==> src/rtl/bcd_to_binary_10_bits_pkg.sv <==
// bcd_to_binary_10_bits_pkg: shared constants and state encoding for the BCD-to-binary converter
package bcd_to_binary_10_bits_pkg;
   localparam int BIN_W     = 10;
   localparam int DIGITS    = 4;
   localparam int DIGIT_W   = 4;
   localparam int BCD_W     = DIGITS * DIGIT_W;
   localparam int MAX_VALUE = 1023;
   localparam logic [DIGIT_W-1:0] MAX_THOUSANDS = 4'd1;
   localparam logic [3*DIGIT_W-1:0] MAX_LOWER_BCD = 12'h023;
   localparam logic [3:0] LAST_STEP = 4'(BIN_W - 1);
   typedef enum logic [1:0] {
      IDLE    = 2'd0,
      CONVERT = 2'd1,
      DONE    = 2'd2
   } state_t;
endpackage

==> src/rtl/bcd_to_binary_10_bits_adjust.sv <==
// bcd_digit_adjust: one reverse double-dabble digit correction, subtract 3 from digits >= 8
module bcd_digit_adjust (
   input  logic [3:0] din,
   output logic [3:0] dout
);
   assign dout = (din >= 4'd8) ? din - 4'd3 : din;
endmodule

==> src/rtl/bcd_to_binary_10_bits.sv <==
// bcd_to_binary_10_bits: iterative reverse double-dabble converter from 4 packed BCD digits to 10-bit binary
module bcd_to_binary_10_bits
   import bcd_to_binary_10_bits_pkg::*;
(
   input  logic        CLOCK_50,
   input  logic        Resetn,
   input  logic [15:0] bcd_in,
   input  logic        start,
   output logic        busy,
   output logic        done,
   output logic        error,
   output logic [9:0]  bin_out
);
   state_t             state;
   logic [BCD_W-1:0]   digits;
   logic [BIN_W-1:0]   result;
   logic [3:0]         cnt;
   logic [BCD_W-1:0]   sh_dig;
   logic [BCD_W-1:0]   adj_dig;
   logic [BIN_W-1:0]   sh_res;
   logic               illegal;

   assign sh_dig = {1'b0, digits[BCD_W-1:1]};
   assign sh_res = {digits[0], result[BIN_W-1:1]};

   for (genvar g = 0; g < DIGITS; g++) begin : g_adj
      bcd_digit_adjust u_adj (
         .din  (sh_dig[DIGIT_W*g +: DIGIT_W]),
         .dout (adj_dig[DIGIT_W*g +: DIGIT_W])
      );
   end

   // flag non-decimal digits and values above the 10-bit range
   always_comb begin
      illegal = 1'b0;
      for (int i = 0; i < DIGITS; i++)
         if (bcd_in[DIGIT_W*i +: DIGIT_W] > 4'd9) illegal = 1'b1;
      if (bcd_in[15:12] > MAX_THOUSANDS) illegal = 1'b1;
      if (bcd_in[15:12] == MAX_THOUSANDS && bcd_in[11:0] > MAX_LOWER_BCD) illegal = 1'b1;
   end

   // control FSM and datapath with registered outputs
   always_ff @(posedge CLOCK_50 or negedge Resetn) begin
      if (!Resetn) begin
         state   <= IDLE;
         digits  <= '0;
         result  <= '0;
         cnt     <= '0;
         busy    <= 1'b0;
         done    <= 1'b0;
         error   <= 1'b0;
         bin_out <= '0;
      end else begin
         case (state)
            IDLE: begin
               if (start && illegal) begin
                  state   <= DONE;
                  done    <= 1'b1;
                  error   <= 1'b1;
                  bin_out <= '0;
               end else if (start) begin
                  state  <= CONVERT;
                  digits <= bcd_in;
                  result <= '0;
                  cnt    <= '0;
                  error  <= 1'b0;
                  busy   <= 1'b1;
               end
            end
            CONVERT: begin
               digits <= adj_dig;
               result <= sh_res;
               cnt    <= cnt + 4'd1;
               if (cnt == LAST_STEP) begin
                  state   <= DONE;
                  bin_out <= sh_res;
                  busy    <= 1'b0;
                  done    <= 1'b1;
               end
            end
            DONE: begin
               state <= IDLE;
               done  <= 1'b0;
            end
            default: state <= IDLE;
         endcase
      end
   end
endmodule

==> config.mk <==
export PLATFORM = sky130hd
export DESIGN_NAME = bcd_to_binary_10_bits
export DESIGN_NICKNAME = d
export VERILOG_FILES = /design/src/rtl/bcd_to_binary_10_bits_pkg.sv /design/src/rtl/bcd_to_binary_10_bits_adjust.sv /design/src/rtl/bcd_to_binary_10_bits.sv
export SDC_FILE = /design/constraint.sdc
export NUM_CORES = 1
export LEC_CHECK = 0
export CAP_MARGIN = 30
export CORE_ASPECT_RATIO = 0.75
export CORE_MARGIN = 2
export CORE_UTILIZATION = 49
export DETAILED_ROUTE_END_ITERATION = 7
export PLACE_DENSITY_LB_ADDON = 0.15
export RECOVER_POWER = 25
export REMOVE_ABC_BUFFERS = 1
export SLEW_MARGIN = 10
export SYNTH_ARGS = -nofsm -noshare
export SYNTH_HDL_FRONTEND = slang
export SYNTH_HIERARCHICAL = 1
export SYNTH_SLANG_ARGS = --single-unit
export TNS_END_PERCENT = 50
==> constraint.sdc <==
create_clock -name CLOCK_50 -period 1.8 [get_ports CLOCK_50]
set_clock_uncertainty 0.1 [all_clocks]
set_input_delay 0.18 -clock CLOCK_50 [delete_from_list [all_inputs] [get_ports CLOCK_50]]
set_output_delay 0.18 -clock CLOCK_50 [all_outputs]
set_load 0.01 [all_outputs]
==> flow_summary.yaml <==
status:
  status: "complete, but fails checks"
  violations: "negative setup slack"
yosys:
  synth.avg_cell_area_um2: 10.0
  yosysUniqueCellTypes: 35
  synthCells: 230
  synth_warnings: 6
  syn-cell-area_um2: 2300
  synth-seq-area-share_pct: 47.8
  ys_ff_latch: 44
floorplanning:
  die_h_um: 63.4
  core_um2: 4490
  die_area_um2: 5270
  die_w_um: 83.2
  rows: 21
  start_util_pct: 51.3
  io_pins: 32
setup_path:
  cp.required_ns: 1.89
  endpoint_kind: "flip-flop"
  critPathArrivalTime_ns: 1.90
  crit_type: "in2reg"
  cp-start-kind: "input pin"
  crit_fanout: 4
power:
  total_power_mw: 3.17
  power_density_nw_per_um2: 1020
  peakVddDrop_uv: 733
  leakage_nw: 1.40
cts:
  cts_max_level: 2
  clockBufferDepth: 2
  cts_buffers: 5
  clock_sinks: 44
  clk_latency_ns: 0.31
  clk_pin_slew_worst_paths_ns: 0.09
  cts_tree: "yes"
  clockRootBuffer: "clkbuf_8"
flow_run:
  drv_cap: 0
detailed_routing:
  vias: 1908
  ant_nets: 0
  first_pass_iters: 4
  wl_per_cell_um: 15.2
  viasPerCell: 5.47
  drc_errors: 0
  wirelength_um: 5300
  dr.first_iter.drc_count: 123
timing:
  drv_slew: 0
  setup_tns_ns: -0.00782
  setup_viol: 1
  hold-worst-slack_ns: 0.0850
  max_freq_mhz: 553
  setup_ws_ns: -0.00782
  finalCritPeriodShare_pct: 100
  slew_headroom_pct: 60.5
  tightest_slew_ns: 0.593
  min_period_ns: 1.81
  grt_setup_unrepaired: "true"
  hold_viol_final: 0
finish:
  area_growth_pct: 34.7
  design_area_um2: 3110
  fin_nets: 320
  final_core_util_pct: 69.1
  drive_gt1_share_pct: 16.8
  antennaDiodeCount: 0
placed_design:
  numPortBuffers: 31
  place.gp.congestion: 0.753
  placed_cell_area_um2: 2890
  hpwl_um: 3520
grt:
  grt_antenna_before_repair: 0
  grt_start_max_net_pins: 29
  grt_usage_pct: 21.9
  grt_pass1_vias: 1876
  grt_pass1_wl_um: 9260
  grt_overflow: 0
hold_path:
  min_path_type: "in2reg"
[logic make-up after synthesis]
| family | Yosys count | synth area share [%] |
|---|---|---|
| flops | 44 | 47.8 |
| other cells | 1 | 0.163 |
| simple gates | 60 | 13.2 |
| xor+xnor | 10 | 3.80 |
| compound gates | 72 | 23.5 |
| fa+ha+maj | 10 | 5.43 |
| buf+inv | 33 | 6.13 |
[state kept, by name, summed over array words and instances (netlist names)]
signal   cells
done         1
bin_out     10
busy         1
cnt          4
digits      16
state        2
error        1
result       9
[per-layer routing]
metal	track usage, %	up-vias	wire length (um)
met5	0	-	0
met2	33.2	46	2410
met3	3.67	8	268
met4	7.38	0	67
li1	-	937	-
met1	32.1	917	2550
[placed cells by master, fill, tap and decap left out, drive strengths merged, types with 2 or more instances in the layout]
cell type      netlist  routed
nor2                 3       3
conb                 1       5
clkdlybuf4s50        0      25
nor3                 3       3
a22o                13      13
dfrtp               44      44
nand2               32      32
xnor2                4       4
xor2                 6       6
buf                  4      28
o31a                 3       3
clkdlybuf4s15        0       3
clkbuf               8       8
nand4                2       2
nor2b                6       6
a21oi                6       6
ha                  10      10
o31ai                2       2
nand2b               8       8
o21ai               21      21
inv                 21      22
or2                  3       3
a221o               13      13
o32ai                9       9
[cells in the mapped netlist]
cell type	n	area, um^2
xnor2_1	4	35.0
o21bai_1	1	7.51
nand4_1	2	12.5
or2_2	2	12.5
clkbuf_1	8	30.0
o22ai_1	1	6.26
nand2_1	32	120
nor3_4	1	16.3
nor2b_1	6	37.5
a21oi_2	1	8.76
dfrtp_1	44	1100
a221o_1	13	130
inv_1	21	78.8
a31oi_1	1	6.26
nor3_1	1	5.00
o21ai_0	21	105
buf_6	2	22.5
and4_1	1	8.76
ha_1	10	125
xor2_1	6	52.6
a22o_1	13	114
nor3_2	1	10.0
nand3b_1	1	7.51
o32ai_1	9	78.8
or4_1	1	7.51
o31ai_1	2	15.0
conb_1	1	3.75
buf_2	2	10.0
nor2_1	3	11.3
a21o_1	1	7.51
o311a_1	1	10.0
o31a_1	3	26.3
or2_1	1	6.26
nand2b_1	8	50.1
a21oi_1	5	25.0
[timing repair]
item / CTS / global route
endpoints found under the setup margin: 44 / 22
endpoints found under the hold margin: 21 / 0
hold buffers: 1 / 0
buffers inserted: 0 / 1
cloned: 2 / 0
resized for setup: 16 / 6
pin swaps: 7 / 6
[through the flow]
step                      cells  setup slack, ns
after floorplan             222           -0.242
after global placement      337           -0.567
after detailed placement    337           -0.617
after CTS                   348         0.000844
after global routing        349          -0.0327
final                       349         -0.00782
[final cells by class]
cell class | count | area [um^2]
Tap cell | 57 | 71.3
Clock inverter | 3 | 46.3
Multi-Input combinational cell | 157 | 1120
Timing Repair Buffer | 62 | 618
Sequential cell | 44 | 1100
Clock buffer | 5 | 68.8
Inverter | 21 | 78.8
Fill cell | 368 | 1390
[final timing paths]
check	startpoint	endpoint	slack (ns)	depth (start not counted)
max	bcd_in[6]	digits[6]$_DFFE_PN0P_	-0.008	6
min	bcd_in[2]	digits[2]$_DFFE_PN0P_	0.08	2
max reg2reg	state[1]$_DFFE_PN0P_	digits[6]$_DFFE_PN0P_	0.09	5
min reg2reg	result[1]$_DFFE_PN0P_	bin_out[0]$_DFFE_PN0P_	0.40	2
max in group asynchronous	Resetn	cnt[0]$_DFFE_PN0P_	0.33	3
min in group asynchronous	Resetn	bin_out[1]$_DFFE_PN0P_	0.30	2
[worst max-delay path: stages]
cell and delay (ns):
clkdlybuf4s15_1 0.18, or4_4 0.56, o31ai_4 0.30, a21oi_4 0.16
clkbuf_16 0.18, a221o_1 0.34
[power by group]
| part | total, mW | switching [mW] | internal (mW) |
|---|---|---|---|
| Combinational | 0.836 | 0.372 | 0.464 |
| Sequential | 1.55 | 0.293 | 1.25 |
| Clock | 0.788 | 0.370 | 0.418 |
(Power assumes the default switching activity.)
